`src/rtl/alu_shift16_ctrl.sv`:
```
// alu_shift16_ctrl
// Sequences a 16-bit logical shift (hi:lo) through the core's 8-bit ALU in
// shift-by-immediate mode. Each bit of shift takes two ALU passes, one per
// byte. The cross-byte carry is stitched here, so the ALU carry flag is never
// needed. While shifting, the block owns the ALU operand path. When idle it
// releases the path to normal decode.
//
// Ports
//   clk, rst_n        clock, synchronous active-low reset
//   start             request, sampled only in IDLE/DONE
//   dir               0 = logical left, 1 = logical right (zero fill)
//   amount[3:0]       shift count 0..15
//   hi_in, lo_in      operand bytes
//   alu_result        combinational ALU output for this cycle's operands
//   alu_own           core mux selects this block's ALU operands
//   shift_imm_enable  immediate selected as ALU operand 2
//   shift_imm         immediate shift count (1 while owning)
//   alu_shr           ALU shift direction (1 = right)
//   alu_a             ALU operand 1
//   busy              high in the shift states
//   done              one-cycle pulse, result valid
//   res_hi, res_lo    result bytes
module alu_shift16_ctrl (
  input  logic       clk,
  input  logic       rst_n,
  input  logic       start,
  input  logic       dir,
  input  logic [3:0] amount,
  input  logic [7:0] hi_in,
  input  logic [7:0] lo_in,
  input  logic [7:0] alu_result,
  output logic       alu_own,
  output logic       shift_imm_enable,
  output logic [7:0] shift_imm,
  output logic       alu_shr,
  output logic [7:0] alu_a,
  output logic       busy,
  output logic       done,
  output logic [7:0] res_hi,
  output logic [7:0] res_lo
);

  typedef enum logic [1:0] {IDLE, SH_FIRST, SH_SECOND, DONE} state_t;

  state_t     state, state_nxt;
  logic [7:0] work_hi, work_lo;
  logic [3:0] cnt;
  logic       dir_r;
  logic       carry;
  logic       accept;

  assign accept = start && (state == IDLE || state == DONE);

  always_ff @(posedge clk) begin
    if (!rst_n) state <= IDLE;
    else        state <= state_nxt;
  end

  always_comb begin
    state_nxt        = state;
    alu_own          = 1'b0;
    shift_imm_enable = 1'b0;
    shift_imm        = 8'd0;
    alu_shr          = 1'b0;
    alu_a            = 8'd0;
    busy             = 1'b0;
    done             = 1'b0;
    case (state)
      IDLE, DONE: begin
        done = (state == DONE);
        if (start) state_nxt = (amount == 4'd0) ? DONE : SH_FIRST;
        else       state_nxt = IDLE;
      end
      SH_FIRST, SH_SECOND: begin
        alu_own          = 1'b1;
        shift_imm_enable = 1'b1;
        shift_imm        = 8'd1;
        alu_shr          = dir_r;
        busy             = 1'b1;
        // Left processes lo first so its msb can carry into hi; right
        // processes hi first so its lsb can carry into lo.
        if (state == SH_FIRST) begin
          alu_a     = dir_r ? work_hi : work_lo;
          state_nxt = SH_SECOND;
        end else begin
          alu_a     = dir_r ? work_lo : work_hi;
          state_nxt = (cnt == 4'd1) ? DONE : SH_FIRST;
        end
      end
      default: state_nxt = IDLE;
    endcase
  end

  always_ff @(posedge clk) begin
    if (!rst_n) begin
      work_hi <= 8'd0;
      work_lo <= 8'd0;
      cnt     <= 4'd0;
      dir_r   <= 1'b0;
      carry   <= 1'b0;
    end else if (accept) begin
      work_hi <= hi_in;
      work_lo <= lo_in;
      cnt     <= amount;
      dir_r   <= dir;
    end else if (state == SH_FIRST) begin
      // Capture the bit leaving the first byte from its pre-shift value.
      if (dir_r) begin
        work_hi <= alu_result;
        carry   <= work_hi[0];
      end else begin
        work_lo <= alu_result;
        carry   <= work_lo[7];
      end
    end else if (state == SH_SECOND) begin
      if (dir_r) work_lo <= alu_result | {carry, 7'b0};
      else       work_hi <= alu_result | {7'b0, carry};
      cnt <= cnt - 4'd1;
    end
  end

  assign res_hi = work_hi;
  assign res_lo = work_lo;

endmodule

```
`config.mk`:
```
export PLATFORM = sky130hd
export DESIGN_NAME = alu_shift16_ctrl
export DESIGN_NICKNAME = d
export VERILOG_FILES = /design/src/rtl/alu_shift16_ctrl.sv
export SDC_FILE = /design/constraint.sdc
export NUM_CORES = 1
export LEC_CHECK = 0
export ABC_AREA = 1
export BUFFER_PORTS_ARGS = -buffer_cell sky130_fd_sc_hd__buf_2
export CORE_ASPECT_RATIO = 2
export CORE_MARGIN = 1
export CORE_UTILIZATION = 50
export DETAILED_ROUTE_END_ITERATION = 16
export PLACE_DENSITY = 0.86
export SYNTH_ARGS = -nofsm -noshare
export SYNTH_HDL_FRONTEND = slang
export SYNTH_SLANG_ARGS = --single-unit
```
`constraint.sdc`:
```
create_clock -name clk -period 2.4 [get_ports clk]
set_input_delay 0.48 -clock clk [delete_from_list [all_inputs] [get_ports clk]]
set_output_delay 0.48 -clock clk [all_outputs]
set_load 0.02 [all_outputs]
```
* Yosys cells after proc, flatten, opt, wreduce, memory -nomap -nowiden
Index checks and enable logic that the tools add are counted.
** Word-level totals
- Output and inout bits :: 37
- Logic and storage cells :: 58
- Bits of input ports :: 32
- Register bits :: 24
** Operators by class
- Bitwise logic cells :: 3
- Equal/unequal tests :: 8
- Muxes and demuxes :: 27
- Reductions and logical operators :: 13
- Add/subtract/negate cells :: 1
** Operators by type and width (count)
- 2-to-1 mux 8 bit :: 14
- 2-to-1 mux 4 bit :: 3
- 2-to-1 mux 2 bit :: 4
- OR 8 x 1 -> 8 bit :: 1
- OR 8 bit :: 1
- != test 3 bit (second input constant) :: 2
- AND reduction 3 bit :: 2
- nonzero test 3 bit :: 2
- 2-to-1 mux 1 bit :: 5
- == test 2 bit (second input constant) :: 2
- == test 4 x 1 -> 1 bit (second input constant) :: 1
- zero test 4 bit :: 1
- case mux 2 bit (2 select lines) :: 1
- AND reduction 2 bit :: 2
- OR reduction 2 bit :: 2
- subtractor 4 x 1 -> 4 bit (second input constant) :: 1
- != test 3 x 1 -> 1 bit (second input constant) :: 1
- == test 2 x 1 -> 1 bit (second input constant) :: 1
- zero test 2 bit :: 1
- != test 2 bit (second input constant) :: 1
- nonzero test 2 bit :: 1
- logical AND 1 bit :: 1
- logical OR 1 bit :: 1
- NOT 1 bit :: 1

* Depth between registers and ports, before layout
Gate-level depths: netlist of the first run.
- Depth after elaboration :: 5
- Gate-level depth with buffers :: 10
- Mapped depth without buffers :: 10

* Least setup slack after synthesis of the first run
Ideal clock, no wire load.
- Path kind :: register to output
- Start :: register state[0]
- End :: output alu_a[7]
- Required time :: 1920 ps
- Arrival :: 1699 ps
- Setup slack :: 221 ps
- Stages on the path, launching flop included :: 7
- Cells stage by stage :: dfxtp_1 inv_1 ha_1 inv_1 clkbuf_1 o21ai_0 a21oi_1
** On the way
- Word-level cells in the longest chain between the ends :: 3
- Elaborated cells between the ends (all ways) :: 5
- Classes of those cells :: eq/ne: 2; mux: 2; reduce/logical: 1
** Ends and longest elaborated chain
- start: declaration :: RTL line 45 : state_t state, state_nxt;
- start signal: assignment :: RTL line 56 : else state <= state_nxt;
- == test 2 x 1 -> 1 bit / == test 2 bit (equally long branches) :: RTL line 68, 82
- 2-to-1 mux 8 bit / OR reduction 2 bit (equally long branches) :: RTL line 82, 68
- 2-to-1 mux 8 bit (*) :: RTL line 68 : case (state)
- end: declaration :: RTL line 36 : output logic [7:0] alu_a,
Mark *: on every way between the ends. The rest lies on a longest branch, timed or not.

* Final worst setup path of the first run
Ends and elaborated chain as after synthesis.

==> results.sh, run 1 <==
export IMPL_routed_wl_met2_um=2200
export IMPL_cts_tree="built"
export IMPL_most_common_layout_cells="61 x buf_2, 59 x nand2_1, 33 x nor2_1"
export IMPL_overflow=0
export IMPL_dp_hpwl_um=3040
export IMPL_fp_dieW_um=40.6
export IMPL_via_per_inst=5.21
export IMPL_drtAntennaViolNets=0
export IMPL_postSynthAreaPerCell_um2=6.62
export IMPL_seq_power_share=0.344
export IMPL_fin_crit_ns=2.26
export IMPL_cts_buffers=3
export IMPL_worstPathRequired_ns=1.92
export IMPL_timing_setup_tns_ns=0
export IMPL_hold_path_class="flip-flop to flip-flop"
export IMPL_place_ws_ns=0.431
export IMPL_ys_seq_elements=24
export IMPL_pin_count=69
export IMPL_fin_nets=319
export IMPL_layout_drive_gt1_share=0.279
export IMPL_cts_buffer_depth=2
export IMPL_powerDensity_nw_per_um2=902
export IMPL_met3_wirelength_um=125
export IMPL_power_switching_w=0.000750
export IMPL_synth_distinct_cells=21
export IMPL_clkTransAtPathRegs_ns=0.08
export IMPL_wl_met1_um=1420
export IMPL_route_detailed_drc=0
export IMPL_clkSinkCount=24
export IMPL_start_util=0.531
export IMPL_sw_frac_of_total=0.464
export IMPL_synth_top_area_cell="dfxtp_1"
export IMPL_r2r_end="res_lo[0]$_SDFFE_PN0P_"
export IMPL_worstReg2RegStart="state[0]$_SDFF_PN0_"
export IMPL_syn_to_final_growth_pct=20.5
export IMPL_fin_crit_sh=0.943
export IMPL_grt_pass1_vias=1383
export IMPL_synthesis_instances=225
export IMPL_synthDominantCellAreaShare=0.323
export IMPL_insertion_delay_ns=0.26
export IMPL_cts_resized=0
export IMPL_final_common_cell="buf_2"
export IMPL_crit_slowest_cell="dfxtp_1"
export IMPL_cp_arrival_ns=1.78
export IMPL_hold_buffers=0
export IMPL_rsz0062_at_grt="no"
export IMPL_core_area_um2=2800
export IMPL_startpoint_type="flip-flop"
export IMPL_yosysWarnings=0
export IMPL_fin_worst_skew_ns=0.00312
export IMPL_timing_hold_violations_final=0
export IMPL_nFillCells=284
export IMPL_crit_path_end_kind="output pin"
export IMPL_slowest_delay_ns=0.37
export IMPL_setup_viol=0
export IMPL_antenna_found_initial=0
export IMPL_rows=27
export IMPL_first_iter_violations=48
export IMPL_holdPathStages=2
export IMPL_portBuffers=61
export IMPL_timing_fmax_mhz=442
export IMPL_drt_first_pass_iters=4
export IMPL_drv_slew=0
export IMPL_clkPwrFrac=0.143
export IMPL_critical_path_max_fanout=14
export IMPL_diodes=0
export IMPL_r2r_slack_ns=0.49
export IMPL_grt_usage=0.266
export IMPL_setup_ws_ns=0.137
export IMPL_vias=1609
export IMPL_path_cells="inv_1 -> ha_1 -> inv_1 -> o21ai_0 -> a21oi_1 -> buf_2"
export IMPL_gp_congestion=0.821
export IMPL_synth_area_leaders="dfxtp_1 32%, nand2_1 15%, o21ai_0 8.4%"
export IMPL_ff2ff_path_depth=8
export IMPL_cts_htree_levels=1
export IMPL_die_area_um2=3210
export IMPL_die_h_um=79.2
export IMPL_ys_seq_area_frac=0.323
export IMPL_netlist_area_um2=1490
export IMPL_p_int_w=0.000868
export IMPL_postCtsSetupRepairBufs=0
export IMPL_power_leakage_nw=0.979
export IMPL_path_common_cell="inv_1"
export IMPL_cts_root_buffer="clkbuf_8"
export IMPL_vdd_ir_drop_max_uv=453
export IMPL_pwr_share_comb=0.513
export IMPL_top_layer="met4"
export IMPL_grt_pass1_wl_um=5980
export IMPL_hold_start="res_hi[5]$_SDFFE_PN0P_"
export IMPL_grt_max_degree=18
export IMPL_finalWirelength_um=3880
export IMPL_path_class="flip-flop to output pin"
export IMPL_wl_per_cell_um=12.5
export IMPL_status="complete, no violations"
export IMPL_hold_end="res_hi[5]$_SDFFE_PN0P_"
export IMPL_drv_cap=0
-- worst max-delay path: cells and delay by family (launching register included) --
kind / cells / cell delay (ns)
buffers and inverters: 3 / 0.53
DFF: 1 / 0.37
adders and majority gates: 1 / 0.33
AOI/OAI and AO/OA: 2 / 0.28
-- power by group through the flow --
stage          Clock, W  Sequential [W]  Combinational [W]
2_1_floorplan         0        0.000625           0.000560
3_3_place_gp          0        0.000563           0.000810
3_5_place_dp          0        0.000565           0.000827
4_1_cts        0.000234        0.000557           0.000832
5_1_grt        0.000249        0.000569           0.000928
6_report       0.000232        0.000557           0.000829
-- how the worst max path moves through the flow --
stage                        startpoint        to  slack, ns  depth (start not counted)
CTS                 state[0]$_SDFF_PN0_  alu_a[7]       0.14                          6
global placement    state[0]$_SDFF_PN0_  alu_a[7]       0.51                          6
finish              state[0]$_SDFF_PN0_  alu_a[7]       0.14                          6
global route        state[0]$_SDFF_PN0_  alu_a[0]       0.02                          6
detailed placement  state[0]$_SDFF_PN0_  alu_a[7]       0.43                          6
floorplan           state[0]$_SDFF_PN0_  alu_a[7]       0.22                          6
-- metrics by stage --
stage	hold WS, ns	utilization	power, W	area (um2)	instances
finish	0.471	0.640	0.00162	1790	309
global route	0.499	0.640	0.00175	1790	309
CTS	0.475	0.640	0.00162	1790	309
detailed placement	0.464	0.625	0.00139	1750	306
global placement	0.461	0.625	0.00137	1750	306
floorplan	0.452	-	0.00118	1510	231
-- logic make-up after synthesis --
kind of cell             Yosys count  synth area share
adder cells (fa/ha/maj)            5            0.0420
flip-flops                        24             0.323
AO/OA/AOI/OAI                     49             0.166
AND/OR/NAND/NOR                  113             0.348
other                              1           0.00252
XOR/XNOR                           1           0.00588
buffers and inverters             32             0.113
-- synthesized netlist by cell type (all sizes together) --
| cell type | number |
|---|---|
| clkbuf | 3 |
| o21bai | 1 |
| conb | 1 |
| inv | 16 |
| nand2 | 67 |
| ha | 5 |
| o21ai | 25 |
| a21oi | 23 |
| dfxtp | 24 |
| nor3b | 1 |
| nor2 | 33 |
| xor2 | 1 |
| buf | 13 |
| nand3 | 12 |
-- registers in the layout (all words and copies together), names as in the netlist --
signal and flops:
carry 1, state 2, res_lo 8, dir_r 1, cnt 4, res_hi 8
-- per-layer routing --
metal,track usage,vias to the layer above
met5,0,-
met4,0.123,0
met3,0.0307,13
met2,0.479,56
met1,0.274,727
li1,-,813
-- cell type report --
cell class | count | area (um2) | area share
Sequential cell | 24 | 480 | 0.268
Tap cell | 29 | 36.3 | 0.0202
Clock buffer | 3 | 41.3 | 0.0230
Timing Repair Buffer | 62 | 313 | 0.174
Inverter | 16 | 60.1 | 0.0335
Multi-Input combinational cell | 175 | 863 | 0.481
Note: power is estimated with default switching activity, not from simulation.
==> run 2, diff against run 1 <==
- GPL_TIMING_DRIVEN: default -> 0
==> run 2 against run 1 <==
Against the previous run:
- maximum frequency increased by 1.2%
- via count is 2.9% higher
- setup slack gained 0.026 ns
- highest routed layer unchanged
- critical path depth up 2
- clock-buffer cell count unchanged
- critical path type unchanged
- routed wire length is 4.2% higher
- utilization rose by 4.7 points
- cell area rose by 7.4%
- clock skew rose by 0.0045 ns
- sequential share of layout area down 1.8 points
- non-clock buffer count grew 14
==> results.sh, run 2 (synthesized netlist as in run 1, its figures left out) <==
export IMPL_status="complete, no violations"
export IMPL_syn_to_final_growth_pct=29.4
export IMPL_drv_slew=0
export IMPL_crit_path_end_kind="output pin"
export IMPL_vdd_ir_drop_max_uv=577
export IMPL_critical_path_max_fanout=10
export IMPL_clkPwrFrac=0.202
export IMPL_drt_first_pass_iters=5
export IMPL_fp_dieW_um=40.6
export IMPL_first_iter_violations=35
export IMPL_powerDensity_nw_per_um2=930
export IMPL_gp_congestion=0.759
export IMPL_grt_usage=0.286
export IMPL_drv_cap=0
export IMPL_timing_hold_violations_final=0
export IMPL_vias=1656
export IMPL_rsz0062_at_grt="no"
export IMPL_clkSinkCount=24
export IMPL_hold_path_class="flip-flop to flip-flop"
export IMPL_postCtsSetupRepairBufs=0
export IMPL_die_area_um2=3210
export IMPL_cts_htree_levels=1
export IMPL_fin_worst_skew_ns=0.00760
export IMPL_worstPathRequired_ns=1.92
export IMPL_layout_drive_gt1_share=0.315
export IMPL_wl_per_cell_um=12.5
export IMPL_cts_root_buffer="clkbuf_8"
export IMPL_hold_buffers=0
export IMPL_setup_viol=0
export IMPL_drtAntennaViolNets=0
export IMPL_rows=27
export IMPL_via_per_inst=5.11
export IMPL_cts_buffer_depth=2
export IMPL_fin_nets=333
export IMPL_overflow=0
export IMPL_dp_hpwl_um=3130
export IMPL_seq_power_share=0.311
export IMPL_clkTransAtPathRegs_ns=0.09
export IMPL_sw_frac_of_total=0.435
export IMPL_cts_buffers=3
export IMPL_power_switching_w=0.000780
export IMPL_diodes=0
export IMPL_most_common_layout_cells="62 x buf_2, 59 x nand2_1, 33 x nor2_1"
export IMPL_p_int_w=0.00101
export IMPL_finalWirelength_um=4040
export IMPL_final_core_util=0.687
export IMPL_pwr_share_comb=0.487
export IMPL_core_area_um2=2800
export IMPL_cts_tree="built"
export IMPL_portBuffers=61
export IMPL_timing_fmax_mhz=447
export IMPL_insertion_delay_ns=0.28
export IMPL_r2r_slack_ns=0.70
export IMPL_startpoint_type="flip-flop"
export IMPL_die_h_um=79.2
export IMPL_final_common_cell="buf_2"
export IMPL_grt_pass1_wl_um=6470
export IMPL_power_leakage_nw=1.05
export IMPL_fin_crit_ns=2.24
export IMPL_antenna_found_initial=0
export IMPL_route_detailed_drc=0
export IMPL_fin_crit_sh=0.932
export IMPL_pin_count=69
export IMPL_start_util=0.531
export IMPL_grt_max_degree=15
export IMPL_cp_arrival_ns=1.76
export IMPL_timing_setup_tns_ns=0
export IMPL_grt_pass1_vias=1490
export IMPL_path_class="flip-flop to output pin"
run 2: changes by cell type in the layout (fill, tap and decap cells not counted), sizes merged:
cell,previous run,this run
inv,16,15
bufinv,0,1
clkbuf,3,5
clkinvlp,0,1
buf,62,74
run 2: critical path, stage by stage, from the launching register on:
cell and delay, ns:
dfxtp_1 0.38, inv_1 0.06, ha_1 0.26, inv_4 0.14, nand2_4 0.10, nand2_4 0.16, o21ai_0 0.09, a21oi_1 0.12
buf_2 0.17
run 2: what timing repair did:
item | CTS | global route
resized for setup | 0 | 2
pin swaps | 0 | 0
setup endpoints to repair | 8 | 3
run 2: final timing paths:
check                                              end  cells after the start                   start
worst max-delay path                          alu_a[7]                      8     state[1]$_SDFF_PN0_
worst min-delay path            res_hi[5]$_SDFFE_PN0P_                      2  res_hi[5]$_SDFFE_PN0P_
worst max register to register  res_lo[1]$_SDFFE_PN0P_                      8     state[0]$_SDFF_PN0_
worst min register to register  res_hi[5]$_SDFFE_PN0P_                      2  res_hi[5]$_SDFFE_PN0P_
run 2: layout make-up:
| class | instances | area (um2) |
|---|---|---|
| Multi-Input combinational cell | 175 | 863 |
| Clock buffer | 3 | 41.3 |
| Timing Repair Buffer | 61 | 305 |
| Sequential cell | 24 | 480 |
| Tap cell | 29 | 36.3 |
| Buffer | 15 | 104 |
| Fill cell | 260 | 877 |
| Inverter | 16 | 66.3 |
| Clock inverter | 1 | 30.0 |
run 2: metrics by stage:
stage	worst slack, ns	power, W	instances	instance area, um2	hold slack [ns]
global placement	0.249	0.00141	321	1850	0.460
finish	0.163	0.00179	324	1930	0.475
CTS	0.121	0.00179	324	1920	0.479
floorplan	0.221	0.00118	231	1510	0.452
global route	0.0272	0.00193	324	1930	0.492
detailed placement	0.214	0.00143	321	1850	0.465
run 2: routing by layer:
metal / wire (um) / vias to the layer above / GRT usage / share of wire
li1: - / 850 / - / -
met1: 1450 / 732 / 0.312 / 0.36
met2: 2350 / 65 / 0.510 / 0.58
met3: 144 / 9 / 0.0223 / 0.036
met4: 89 / 0 / 0.127 / 0.022
met5: 0 / - / 0 / 0
run 2: power groups by stage:
stage                     Clock [W]  Combinational (W)  Sequential [W]
after floorplan                   0           0.000560        0.000625
after global routing       0.000376           0.000979        0.000572
after global placement            0           0.000846        0.000564
after CTS                  0.000361           0.000867        0.000558
after detailed placement          0           0.000862        0.000566
final                      0.000362           0.000872        0.000558
==> run 3, diff against run 2 <==
- ABC_AREA: 1 -> default
- CORE_UTILIZATION: 50 -> 42
- PLACE_DENSITY: 0.86 -> 0.77
- clock period: 2.4 -> 2 ns (I/O delays scaled with it)
==> run 3 against run 2 <==
Against the previous run:
- the run now ends with setup timing left
- sequential share of layout area fell by 2.7 points
- critical endpoint is now alu_a[1]
- non-clock buffer count rose by 14
- highest routed layer unchanged
- first-iteration DRC count rose by 54%
- critical path type unchanged
- utilization fell by 4.8 points
- area after synthesis rose by 2.4%
- via count rose by 5.7%
- sequential cell count did not move
- combinational power rose to 2.6 times the previous value
==> results.sh, run 3 <==
export IMPL_status="complete, but fails checks"
export IMPL_violations="setup timing"
export IMPL_route_detailed_drc=0
export IMPL_gp_congestion=0.840
export IMPL_cts_htree_levels=1
export IMPL_ys_seq_elements=24
export IMPL_setup_viol=8
export IMPL_synthesis_instances=194
export IMPL_final_core_util=0.639
export IMPL_fin_cells=316
export IMPL_fin_worst_skew_ns=0.00232
export IMPL_path_class="flip-flop to output pin"
export IMPL_grt_max_degree=15
export IMPL_path_buf_inv=3
export IMPL_drv_slew=0
export IMPL_timing_setup_tns_ns=-0.156
export IMPL_timing_hold_violations_final=0
export IMPL_dp_cells=309
export IMPL_portBuffers=61
export IMPL_power_leakage_nw=0.974
export IMPL_crit_slowest_cell="dfxtp_2"
export IMPL_synth_common_cells="27 x nand2_1, 26 x a21oi_1, 24 x dfxtp_1"
export IMPL_whs_ns=0.425
export IMPL_core_area_um2=3420
export IMPL_first_iter_violations=54
export IMPL_clkTransAtPathRegs_ns=0.09
export IMPL_via_per_inst=5.54
export IMPL_grt_usage=0.250
export IMPL_overflow=0
export IMPL_fin_crit_ns=2.03
export IMPL_path_cells="inv_2 -> ha_4 -> buf_8 -> xnor2_4 -> nand2_1 -> a21oi_2 -> buf_4"
export IMPL_clkSinkCount=24
export IMPL_wl_per_cell_um=15.6
export IMPL_yosysMostFrequentCell="nand2_1"
export IMPL_pin_count=69
export IMPL_die_h_um=87.2
export IMPL_timing_fmax_mhz=492
export IMPL_vias=1750
export IMPL_critical_path_max_fanout=8
export IMPL_finalWirelength_um=4920
export IMPL_yosysWarnings=0
export IMPL_ys_seq_area_frac=0.315
export IMPL_start_util=0.447
export IMPL_cp_arrival_ns=1.63
export IMPL_synthDominantCellAreaShare=0.315
export IMPL_diodes=0
export IMPL_syn_to_final_growth_pct=43.1
export IMPL_startpoint_type="flip-flop"
export IMPL_fin_crit_sh=1.02
export IMPL_grt_pass1_wl_um=7240
export IMPL_vdd_ir_drop_max_uv=1280
export IMPL_fp_dieW_um=44.6
export IMPL_hold_path_class="primary input to flip-flop"
export IMPL_die_area_um2=3890
export IMPL_slew_limit_headroom=0.554
export IMPL_synth_top_area_cell="dfxtp_1"
export IMPL_drv_cap=0
export IMPL_hold_buffers=0
export IMPL_place_ws_ns=-0.320
export IMPL_grt_pass1_vias=1583
export IMPL_cts_buffer_depth=2
export IMPL_rows=30
export IMPL_worstMarginPinSlew_ns=0.666
export IMPL_insertion_delay_ns=0.27
export IMPL_dp_hpwl_um=3530
export IMPL_netlist_area_um2=1530
export IMPL_cts_buffers=3
export IMPL_worstPathRequired_ns=1.60
export IMPL_drtAntennaViolNets=0
export IMPL_postSynthAreaPerCell_um2=7.86
export IMPL_crit_path_end_kind="output pin"
export IMPL_powerDensity_nw_per_um2=1610
export IMPL_cts_tree="built"
export IMPL_synthArstFlopShare=0
export IMPL_drt_first_pass_iters=4
export IMPL_cts_root_buffer="clkbuf_8"
export IMPL_ys_flop_type="dfxtp_1"
export IMPL_final_common_cell="buf_2"
export IMPL_rsz0062_at_grt="yes"
export IMPL_fin_nets=306
export IMPL_synth_distinct_cells=40
export IMPL_synth_area_leaders="dfxtp_1 32%, a21oi_1 8.5%, nand2_1 6.6%"
export IMPL_antenna_found_initial=0
export IMPL_setup_ws_ns=-0.0335
export IMPL_most_common_layout_cells="53 x buf_2, 23 x nand2_1, 23 x buf_4"
export IMPL_slowest_delay_ns=0.36
export IMPL_cpLargestDelayFamily="flip-flops"
export IMPL_layout_drive_gt1_share=0.429
export IMPL_synth_edf_count=0
## run 3: cell families (layout without fill, tap and decap cells)
| logic type | count (synthesis) | in the layout | share of synthesized area |
|---|---|---|---|
| compound gates | 63 | 63 | 0.288 |
| xor+xnor | 2 | 2 | 0.0115 |
| fa+ha+maj | 5 | 5 | 0.0410 |
| buf+inv | 33 | 101 | 0.121 |
| flops | 24 | 24 | 0.315 |
| mux | 2 | 2 | 0.0139 |
| other cells | 1 | 7 | 0.00246 |
| simple gates | 64 | 64 | 0.207 |
## run 3: final timing paths
check	cells after the start	endpoint	slack, ns	startpoint
worst max register to register	7	cnt[3]$_SDFFE_PN0P_	0.02	state[0]$_SDFF_PN0_
worst min-delay path	3	res_hi[7]$_SDFFE_PN0P_	0.43	hi_in[7]
worst min register to register	2	cnt[3]$_SDFFE_PN0P_	0.51	cnt[3]$_SDFFE_PN0P_
worst max-delay path	7	alu_a[1]	-0.03	state[1]$_SDFF_PN0_
## run 3: metrics by stage
stage	area (um2)	total power [W]
floorplan	1550	0.00211
global placement	1910	0.00260
detailed placement	1910	0.00264
CTS	2110	0.00330
global route	2180	0.00368
finish	2180	0.00351
## run 3: metal layers
layer	global-route usage	wire length [um]	up-vias
li1	-	-	836
met1	0.258	1770	816
met2	0.473	2740	83
met3	0.0187	268	15
met4	0.127	136	0
met5	0	0	-
## run 3: worst register-to-register path: cells and delay by family (launching register included)
family	cells	cell delay [ns]
fa+ha+maj	1	0.29
compound gates	2	0.64
flops	1	0.38
buf+inv	3	0.38
simple gates	1	0.16
## run 3: final cells by class
class                      count  area, um2
fill                         300       1230
clock buffer                   3       41.3
timing repair buffer          64        374
clock inverter                 1       30.0
inverter                       7       28.8
buffer                        26        200
tap                           48       60.1
multi-input combinational    143        962
sequential                    24        485
## run 3: what timing repair did
item,in CTS,in global routing
pin swaps,6,18
resized for setup,31,20
setup endpoints to repair,13,20
gates cloned,0,0
buffers inserted,2,1
## run 3: report_power, final
part / leakage [nW] / total [W] / internal, W / switching, W
registers: 0.199 / 0.000811 / 0.000660 / 0.000151
logic: 0.738 / 0.00225 / 0.000949 / 0.00130
clock network: 0.0357 / 0.000443 / 0.000268 / 0.000176
total: 0.974 / 0.00351 / 0.00188 / 0.00163
